`src/rtl/fps_meter_pkg.sv`:
```
// fps_meter_pkg: shared defaults and saturating increment for the frame-rate meter
package fps_meter_pkg;
  localparam int DEF_GATE_CYCLES = 65_000_000;
  localparam int DEF_CNT_W = 8;
  localparam int DEF_NUM_CH = 3;
  function automatic logic [31:0] sat_add(input logic [31:0] a, input logic inc, input logic [31:0] max);
    return (inc && a != max) ? a + 32'd1 : a;
  endfunction
endpackage

```
`src/rtl/fps_meter_chan.sv`:
```
// fps_meter_chan: one vsync channel - sync, edge detect, prescale, count, flags, output regs
module fps_meter_chan
  import fps_meter_pkg::*;
#(
  parameter int CNT_W = DEF_CNT_W,
  parameter int DIV = 1,
  parameter bit EDGE_FALL = 1'b1
) (
  input  logic             clk,
  input  logic             rst,
  input  logic             en,
  input  logic             gate_end,
  input  logic             vs,
  output logic [CNT_W-1:0] fps,
  output logic             sat,
  output logic             nosig
);
  localparam int PW = DIV > 1 ? $clog2(DIV) : 1;
  localparam logic [CNT_W-1:0] MAX = '1;
  logic [1:0] sync;
  logic prev, hit, inc, ovf, win_sat, seen;
  logic [PW-1:0] pre;
  logic [CNT_W-1:0] cnt, nxt;
  always_comb begin
    hit = EDGE_FALL ? (prev & ~sync[1]) : (sync[1] & ~prev);
    inc = en && hit && pre == PW'(DIV - 1);
    ovf = inc && cnt == MAX;
    nxt = CNT_W'(sat_add(32'(cnt), inc, 32'(MAX)));
  end
  always_ff @(posedge clk) begin
    if (rst) begin
      sync <= '0;
      prev <= 1'b0;
      pre <= '0;
      cnt <= '0;
      win_sat <= 1'b0;
      seen <= 1'b0;
      fps <= '0;
      sat <= 1'b0;
      nosig <= 1'b0;
    end else begin
      sync <= {sync[0], vs};
      prev <= sync[1];
      if (!en) begin
        pre <= '0;
        cnt <= '0;
        win_sat <= 1'b0;
        seen <= 1'b0;
      end else begin
        // prescaler remainder deliberately survives the window boundary
        if (hit) pre <= (pre == PW'(DIV - 1)) ? '0 : pre + 1'b1;
        if (gate_end) begin
          fps <= nxt;
          sat <= win_sat | ovf;
          nosig <= ~(seen | hit);
          cnt <= '0;
          win_sat <= 1'b0;
          seen <= 1'b0;
        end else begin
          cnt <= nxt;
          win_sat <= win_sat | ovf;
          seen <= seen | hit;
        end
      end
    end
  end
endmodule

```
`src/rtl/fps_meter_multi.sv`:
```
// fps_meter_multi: gate-window timer plus NUM_CH independent vsync frame counters
module fps_meter_multi
  import fps_meter_pkg::*;
#(
  parameter int NUM_CH = DEF_NUM_CH,
  parameter int CNT_W = DEF_CNT_W,
  parameter int GATE_CYCLES = DEF_GATE_CYCLES,
  parameter int DIV = 1,
  parameter bit EDGE_FALL = 1'b1
) (
  input  logic                    sys_clk,
  input  logic                    sys_rst,
  input  logic                    i_en,
  input  logic [NUM_CH-1:0]       i_vs,
  output logic [NUM_CH*CNT_W-1:0] o_fps,
  output logic                    o_valid,
  output logic [NUM_CH-1:0]       o_sat,
  output logic [NUM_CH-1:0]       o_nosig
);
  localparam int GW = $clog2(GATE_CYCLES);
  logic [GW-1:0] gcnt;
  logic gate_end;
  assign gate_end = i_en && gcnt == GW'(GATE_CYCLES - 1);
  always_ff @(posedge sys_clk) begin
    if (sys_rst) begin
      gcnt <= '0;
      o_valid <= 1'b0;
    end else begin
      gcnt <= (!i_en || gate_end) ? '0 : gcnt + 1'b1;
      o_valid <= gate_end;
    end
  end
  for (genvar k = 0; k < NUM_CH; k++) begin : g_ch
    fps_meter_chan #(.CNT_W(CNT_W), .DIV(DIV), .EDGE_FALL(EDGE_FALL)) u_chan (
      .clk     (sys_clk),
      .rst     (sys_rst),
      .en      (i_en),
      .gate_end(gate_end),
      .vs      (i_vs[k]),
      .fps     (o_fps[k*CNT_W +: CNT_W]),
      .sat     (o_sat[k]),
      .nosig   (o_nosig[k])
    );
  end
endmodule

```
`config.mk`:
```
export PLATFORM = sky130hd
export DESIGN_NAME = fps_meter_multi
export DESIGN_NICKNAME = d
export VERILOG_FILES = /design/src/rtl/fps_meter_pkg.sv /design/src/rtl/fps_meter_chan.sv /design/src/rtl/fps_meter_multi.sv
export SDC_FILE = /design/constraint.sdc
export NUM_CORES = 1
export LEC_CHECK = 0
export ABC_AREA = 0
export ABC_CLOCK_PERIOD_IN_PS = 2300
export BUFFER_PORTS_ARGS = -buffer_cell sky130_fd_sc_hd__buf_2
export CORE_UTILIZATION = 45
export CTS_BUF_LIST = sky130_fd_sc_hd__clkbuf_4 sky130_fd_sc_hd__clkbuf_8
export CTS_CLUSTER_DIAMETER = 200
export DETAILED_ROUTE_END_ITERATION = 10
export PLACE_DENSITY = 0.75
export SLEW_MARGIN = 20
export SYNTH_ARGS = -nofsm -noshare
export SYNTH_HDL_FRONTEND = slang
export SYNTH_SLANG_ARGS = --single-unit
```
`constraint.sdc`:
```
create_clock -name sys_clk -period 2.3 [get_ports sys_clk]
set_input_delay 0.23 -clock sys_clk [delete_from_list [all_inputs] [get_ports sys_clk]]
set_output_delay 0.23 -clock sys_clk [all_outputs]
set_load 0.1 [all_outputs]
```
==> impl_summary.md, run 1 <==
Logic synthesis
The commonest register cell after synthesis is sky130_fd_sc_hd__dfxtp_1. The area share of and/or/nand/nor cells after synthesis is 0.272. The combinational family with the most area after synthesis is simple AND/OR/NAND/NOR gates. The flip-flop and latch count after synthesis is 96. The number of warnings issued by yosys is 0. Of the total synthesized cell area, the portion taken by full adders, half adders and majority gates is 0.0124. Of the total synthesized cell area, the portion taken by XOR and XNOR cells is 0.0651. The cell area after synthesis is 4030 µm². The post-synthesis mux area share is 0.0400. The post-synthesis instance total is 438. The compound-gate portion of the synthesized area came to 0.0903. Each instance of the synthesized netlist takes up on average 9.21 µm². The count of flip-flops with a built-in enable after synthesis is 0. The sequential element share of the synthesized area is 0.476. Yosys mapped the design onto between 40 and 50 distinct sky130hd cell types. The number of nets in the synthesized netlist is 448. For this run, asynchronously set or reset flops after synthesis account for 0.

Floorplanning
The number of top-level design ports is 37. For this configuration, the core starts out at a cell density of 0.463. The die height is 96.7 µm. After floorplanning, the core was divided into 34 placement rows. The standard cell core area is 8720 µm². The die covers 9350 µm². The floorplan step set the die width to between 90 and 100 µm.

Placed design
The HPWL after detailed placement is between 5000 and 6000 µm. The final weighted congestion of routability-driven global placement is 0.811. The number of placed cells counting well taps is 564. The count of input and output buffers is 36.

Global routing
The via count of the first global-routing pass is between 2000 and 3000. Entering global routing, the biggest net connects 37 pins. For this run, the total global-route usage over all layers was measured as 0.174.

The initial antenna violation count is 0. The first global-routing pass estimated 13300 µm of wire. Global routing finished with a remaining overflow of 0.

Final layout
After filler insertion, the fill cell instance count of the layout stands at 792. The fraction of final layout cells sized beyond drive strength 1 is 0.169. In the final design database the tool counted approximately 480 nets. The area growth from synthesis to layout is 10.5%. The area of all sequential standard cells is 1920 µm².

The library cell used most frequently in the layout, excluding fill and tap cells, is sky130_fd_sc_hd__dfxtp_1. Measured on the finished design, the core utilization comes to 0.511. The number of antenna repair diodes is 0. The finished layout holds 580 standard cells, fillers aside. The multi-input combinational cells in the finished layout cover a total of about 1900 µm². The library cells used most frequently in the layout, excluding fill and tap cells, are sky130_fd_sc_hd__dfxtp_1, sky130_fd_sc_hd__nor2_1, sky130_fd_sc_hd__nand2_1.

Clock tree
TritonCTS built the clock tree. In this run, post-CTS repair resized a total of 0 instances. The count of hold buffers inserted by post-cts repair is 0. For this design, the sink count on the clock tree is 96. The clock tree buffer depth is 2. Clock tree synthesis inserted a total of 9 buffers. Clock-pin slew was measured on the worst setup and hold paths at roughly 0.1 ns.

The clock reaches the later pin of the worst-skew pair after 0.36 ns. The tree is rooted in a sky130_fd_sc_hd__clkbuf_8. The post-CTS setup repair buffer count is 0.

CTS built an H-tree with a depth of 3.

Timing
The final setup violation count is 0. Setup repair after global routing left no endpoint under its margin. The post-route clock period utilization is 0.881. The top achievable clock speed is 494 MHz. In the final timing run, aggregate negative setup slack is 0 ns. After layout, the minimum clock period comes to 2.03 ns. For the pin with the worst max-slew slack, the measured transition is between 0.6 and 0.7 ns.

The final clock skew is 0.0114 ns. The count of final hold-check violations is 0. The final-report max-slew violation count is 0. In this run the tightest slew margin relative to its limit is 0.572.

Routing
The post-detailed-routing wire length is 7830 µm. Using the TritonRoute via totals, the vias-per-cell ratio works out to 5.27. Summing over every cut layer, the via total after detailed routing is 3054. The first detailed-routing pass ran for 6 iterations. The number of violations reported at the end of detailed-routing iteration 0 is between 150 and 200.

In the routed design, unresolved DRC markers number 0. The detail route stage leaves a number of antenna-violating nets equal to 0. The wire length per cell is between 10 and 15 µm.

Pwr
VDD sags by at most 0.000305 V. The areal power density over the cells is around 640 nW/µm². The cell leakage power is 0.00172 µW.

Setup path
The required time at the worst-slack endpoint is 2.59 ns. STA puts the critical path data arrival time at ~2.3 ns. The critical path class is register to register.

Of all nets on the critical path, the largest fanout is 36. The worst setup path is launched from a register. The worst setup path is captured at a register.

Run
The max-cap violation count is 0.

Hold path
The type of the worst min-delay path is input pin to register.

Run status
The flow ran to the end, and the final reports show no timing, DRC or antenna violations.
-- worst paths after layout --
path | start | end | slack, ns | depth (start not counted)
worst max-delay path | gcnt[0] | g_ch[0].u_chan.fps[6] | 0.27 | 7
worst min-delay path | i_vs[2] | g_ch[2].u_chan.sync[0] | 0.07 | 2
worst max register to register | gcnt[0] | g_ch[0].u_chan.fps[6] | 0.27 | 7
worst min register to register | g_ch[1].u_chan.sync[0] | g_ch[1].u_chan.sync[1] | 0.45 | 1
-- sequential cells by signal, summed over array words and instances, names as in the netlist --
register and count:
g_ch.u_chan.prev 3, g_ch.u_chan.sat 3, o_valid 1, g_ch.u_chan.seen 3
g_ch.u_chan.nosig 3, g_ch.u_chan.fps 24, g_ch.u_chan.win_sat 3, g_ch.u_chan.sync 6
g_ch.u_chan.cnt 24, gcnt 26
-- where the power goes --
group | internal, µW | total, µW | leakage (µW) | switching, µW
logic | 15.5 | 58.5 | 0.000840 | 43.0
clock network | 516 | 1130 | 0.000102 | 610
registers | 1670 | 1680 | 0.000775 | 5.43
total | 2200 | 2860 | 0.00172 | 658
-- final cells by class --
class | count | share of cell area
Multi-Input combinational cell | 313 | 0.436
Sequential cell | 96 | 0.431
Timing Repair Buffer | 41 | 0.0517
Inverter | 6 | 0.00505
Clock buffer | 9 | 0.0278
Clock inverter | 7 | 0.0180
Tap cell | 108 | 0.0303
-- through the flow --
stage	power [µW]	area (µm²)	hold slack, ns	worst slack [ns]
after global routing	2960	4460	0.0736	0.118
after floorplan	1750	4030	0.358	0.494
after global placement	1770	4250	0.430	0.356
after detailed placement	1770	4250	0.430	0.272
after CTS	2880	4460	0.0609	0.249
final	2860	4460	0.0714	0.274
-- per-layer routing --
layer / track usage / routed length [µm]
met5: 0 / 0
met4: 0.0677 / 116
met3: 0.0412 / 328
met2: 0.280 / 3760
met1: 0.226 / 3620
-- cell usage after synthesis, drive strengths merged (3+ instances only) --
| cell | number | area (µm²) |
|---|---|---|
| inv | 5 | 18.8 |
| a211oi | 12 | 150 |
| xnor2 | 8 | 70.1 |
| nand4 | 13 | 87.6 |
| nor4b | 3 | 26.3 |
| nor2 | 86 | 323 |
| o21a | 3 | 22.5 |
| and3 | 11 | 68.8 |
| and4 | 4 | 35.0 |
| nand3 | 23 | 115 |
| nand2b | 4 | 25.0 |
| a21oi | 17 | 85.1 |
| buf | 20 | 141 |
| nor3 | 4 | 20.0 |
| ha | 4 | 50.1 |
| nor2b | 13 | 81.3 |
| nor4 | 4 | 61.3 |
| nand2 | 37 | 139 |
| dfxtp | 96 | 1920 |
| mux2i | 15 | 150 |
| xor2 | 22 | 193 |
| clkbuf | 3 | 11.3 |
| or2 | 3 | 18.8 |
| o21ai | 5 | 25.0 |
| and4b | 3 | 30.0 |
-- cell families after synthesis --
family | Yosys count
DFF | 96
AOI/OAI and AO/OA | 47
muxes | 16
xor gates and xnor gates | 30
buffers and inverters | 29
and+or+nand+nor | 216
adders and majority gates | 4
-- critical path, stage by stage (launching register included) --
cell,delay (ns)
sky130_fd_sc_hd__dfxtp_1,0.36
sky130_fd_sc_hd__ha_1,0.21
sky130_fd_sc_hd__nand2_1,0.20
sky130_fd_sc_hd__nor4_4,0.36
sky130_fd_sc_hd__and3_1,0.25
sky130_fd_sc_hd__buf_12,0.22
sky130_fd_sc_hd__o311ai_0,0.18
sky130_fd_sc_hd__a21oi_1,0.17
Power figures use the tool's default switching activity.
==> run 2: changes to the inputs <==
--- a/config.mk
+++ b/config.mk
@@ -12,7 +12,7 @@
 export CTS_BUF_LIST = sky130_fd_sc_hd__clkbuf_4 sky130_fd_sc_hd__clkbuf_8
 export CTS_CLUSTER_DIAMETER = 200
 export DETAILED_ROUTE_END_ITERATION = 10
-export PLACE_DENSITY = 0.75
+export PLACE_DENSITY_LB_ADDON = 0.3
 export SLEW_MARGIN = 20
 export SYNTH_ARGS = -nofsm -noshare
 export SYNTH_HDL_FRONTEND = slang
==> run 2 against run 1 <==
Clock power barely moved. Highest routed layer unchanged. Largest cell class unchanged. Combinational power rose by 8.9%. Routed wire length rose by 0.65%. Largest power group unchanged. Via count rose by 1.1%.
==> impl_summary.md, run 2 (synthesis gave the netlist of run 1 again) <==
Run status
The run finished with clean final reports.

Pwr
The cell leakage power was 0.00174 µW (+1.5%). The areal power density over the cells was 634 nW/µm² (-1.2%). The worst vdd rail ir drop was 0.000286 V (-6.1%).

Clock tree
The CTS tree is done. The maximum level of the CTS H-tree is 3 (unchanged). The clock-pin slew on the worst setup and hold paths is 0.09 ns (about the same). The count of hold buffers inserted by post-cts repair came to 0 (unchanged). The count of instances resized after the clock tree is built is 0 (unchanged).

The TritonCTS sink count is 96 (unchanged). The clock tree buffer depth is 2 (unchanged). The CTS buffer count came to 9 (unchanged). The post-CTS setup repair buffer count is 0 (unchanged). CTS placed an instance of sky130_fd_sc_hd__clkbuf_8 at the clock tree root.

The clock insertion delay at the later pin of the skew report was 0.36 ns (about the same).

Placed design
The number of placed cells counting well taps is 567 (+0.53%). The HPWL after detailed placement is 5480 µm (+3.2%). The count of input and output buffers is 36 (unchanged). The final weighted congestion of routability-driven global placement is 0.811 (about the same). The worst setup slack after placement is 0.181 ns (-0.0908 ns).

Setup path
The origin of the critical flop-to-flop path is gcnt[0]. The critical path startpoint is gcnt[0]. The data arrival at the endpoint of the critical path is 2.22 ns (-0.10 ns). The depth of the worst register-to-register path was 7 (unchanged).

The largest driver fanout on the critical path is 18 (-50%). The worst reg-to-reg setup slack came to 0.37 ns (+0.09 ns). The worst setup path is captured at a register. The required time at the worst-slack endpoint was 2.59 ns (about the same). The endpoint identified for the worst register-to-register timing path is g_ch[0].u_chan.fps[6].

The critical path class is register to register. STA classifies the critical path startpoint as a register. The worst setup path endpoint is g_ch[0].u_chan.fps[6].

Final layout
The number of antenna repair diodes is 0 (unchanged). The top cell types in the final layout, fill and taps aside, are sky130_fd_sc_hd__dfxtp_1, sky130_fd_sc_hd__nor2_1, sky130_fd_sc_hd__nand2_1. The area growth from synthesis to layout is 11.6%.

The layout net count is 482 (+1.0%). Counting flops per register, the top entry is gcnt. The library cell used most frequently in the layout, excluding fill and tap cells, is sky130_fd_sc_hd__dfxtp_1.

The largest registers in the layout are gcnt (26), g_ch.u_chan.cnt (24), g_ch.u_chan.fps (24). The final cell count without fillers is 585 (+0.86%). The fraction of final layout cells sized beyond drive strength 1 came to 0.178 (+0.00871).

The number of flip-flops under the largest register name is 26 (unchanged).

Floorplanning
The floorplan row count is 34 (unchanged). The standard cell core area is 8720 µm² (unchanged). The die extent in x is 96.7 µm (unchanged). The starting utilization of the core area was 0.463 (unchanged). The die height is 96.7 µm (unchanged). The floorplan die area is 9350 µm² (unchanged). The number of top-level design ports is 37 (unchanged).

Run
The max-cap violation count is 0 (unchanged).

Timing
The worst hold-check slack is 0.0744 ns (+0.00305 ns). The setup total negative slack is 0 ns (unchanged). The slew at the pin closest to its max-slew limit was 0.653 ns (+0.0157 ns). The count of final hold-check violations was 0 (unchanged).

The post-route clock period utilization is 0.840 (-0.0409). The top achievable clock speed is 518 MHz (+4.9%). The max-slew headroom at the worst pin is 0.561 (-0.0105). The final setup violation count is 0 (unchanged). The final period demand of the worst path is 1.93 ns (-0.0941 ns). The final clock skew came to 0.0125 ns (+0.00113 ns). The worst setup margin came to 0.369 ns (+0.0941 ns).

Setup repair after global routing left no endpoint under its margin. The final-report max-slew violation count came to 0 (unchanged).

Global routing
The via count of the first global-routing pass was 2859 (-1.8%). The initial antenna violation count is 0 (unchanged). The total routing resource utilization after global routing is 0.172 (-0.00197).

The maximum number of pins on one net before global-route repair came to 37 (unchanged). The total grt overflow is 0 (unchanged). The global-route wire length before repair is 13100 µm (-1.8%).

Routing
The wire length per cell came to 13.5 µm (-0.21%). The number of vias per cell after detailed routing is 5.28 (+0.28%). The number of design rule violations left after detail routing was 0 (unchanged). The total via count in the routed design is 3089 (+1.1%). The count of antenna-violating nets left after detailed routing is 0 (unchanged). The number of violations reported at the end of detailed-routing iteration 0 was 82 (-52%). The post-detailed-routing wire length is 7880 µm (+0.65%). The number of optimization iterations in the first detailed-route pass is 4 (-2).

Hold path
The tightest min-delay check is of the input pin to register type.
run 2: layout make-up:
class / instances / area [µm²]
Fill cell: 830 / 4220
Multi-Input combinational cell: 313 / 1940
Sequential cell: 96 / 1920
Timing Repair Buffer: 46 / 280
Tap cell: 108 / 135
Clock buffer: 10 / 131
Clock inverter: 6 / 67.6
Inverter: 6 / 22.5
run 2: how the worst min path moves through the flow:
| stage | start | endpoint | depth (start not counted) |
|---|---|---|---|
| floorplan | i_vs[0] | g_ch[0].u_chan.sync[0] | 1 |
| global placement | g_ch[2].u_chan.sync[0] | g_ch[2].u_chan.sync[1] | 1 |
| detailed placement | g_ch[1].u_chan.sync[0] | g_ch[1].u_chan.sync[1] | 1 |
| CTS | i_vs[1] | g_ch[1].u_chan.sync[0] | 2 |
| global route | i_vs[2] | g_ch[2].u_chan.sync[0] | 2 |
| finish | i_vs[2] | g_ch[2].u_chan.sync[0] | 2 |
run 2: where the power goes:
group	internal (µW)	total [µW]	switching, µW
logic	20.0	63.7	43.7
registers	1670	1670	5.24
clock network	521	1110	593
run 2: through the flow:
stage | instance area, µm² | utilization | total power, µW
after floorplan | 4030 | - | 1750
after global placement | 4290 | 0.492 | 1780
after detailed placement | 4290 | 0.492 | 1780
after CTS | 4490 | 0.514 | 2880
after global routing | 4500 | 0.516 | 2950
final | 4500 | 0.516 | 2850
run 2: routing by layer:
metal / global-route usage / up-vias / part of all wire
met3: 0.0289 / 9 / 0.033
li1: - / 1560 / -
met2: 0.285 / 53 / 0.48
met1: 0.220 / 1467 / 0.48
met4: 0.0758 / 0 / 0.011
met5: 0 / - / 0
run 2: worst max-delay path, stage by stage (launching register included):
cell	delay, ns
sky130_fd_sc_hd__dfxtp_1	0.36
sky130_fd_sc_hd__ha_1	0.21
sky130_fd_sc_hd__nand2_1	0.12
sky130_fd_sc_hd__nor4_4	0.33
sky130_fd_sc_hd__and3_1	0.22
sky130_fd_sc_hd__buf_4	0.26
sky130_fd_sc_hd__o311ai_0	0.19
sky130_fd_sc_hd__a21oi_1	0.16
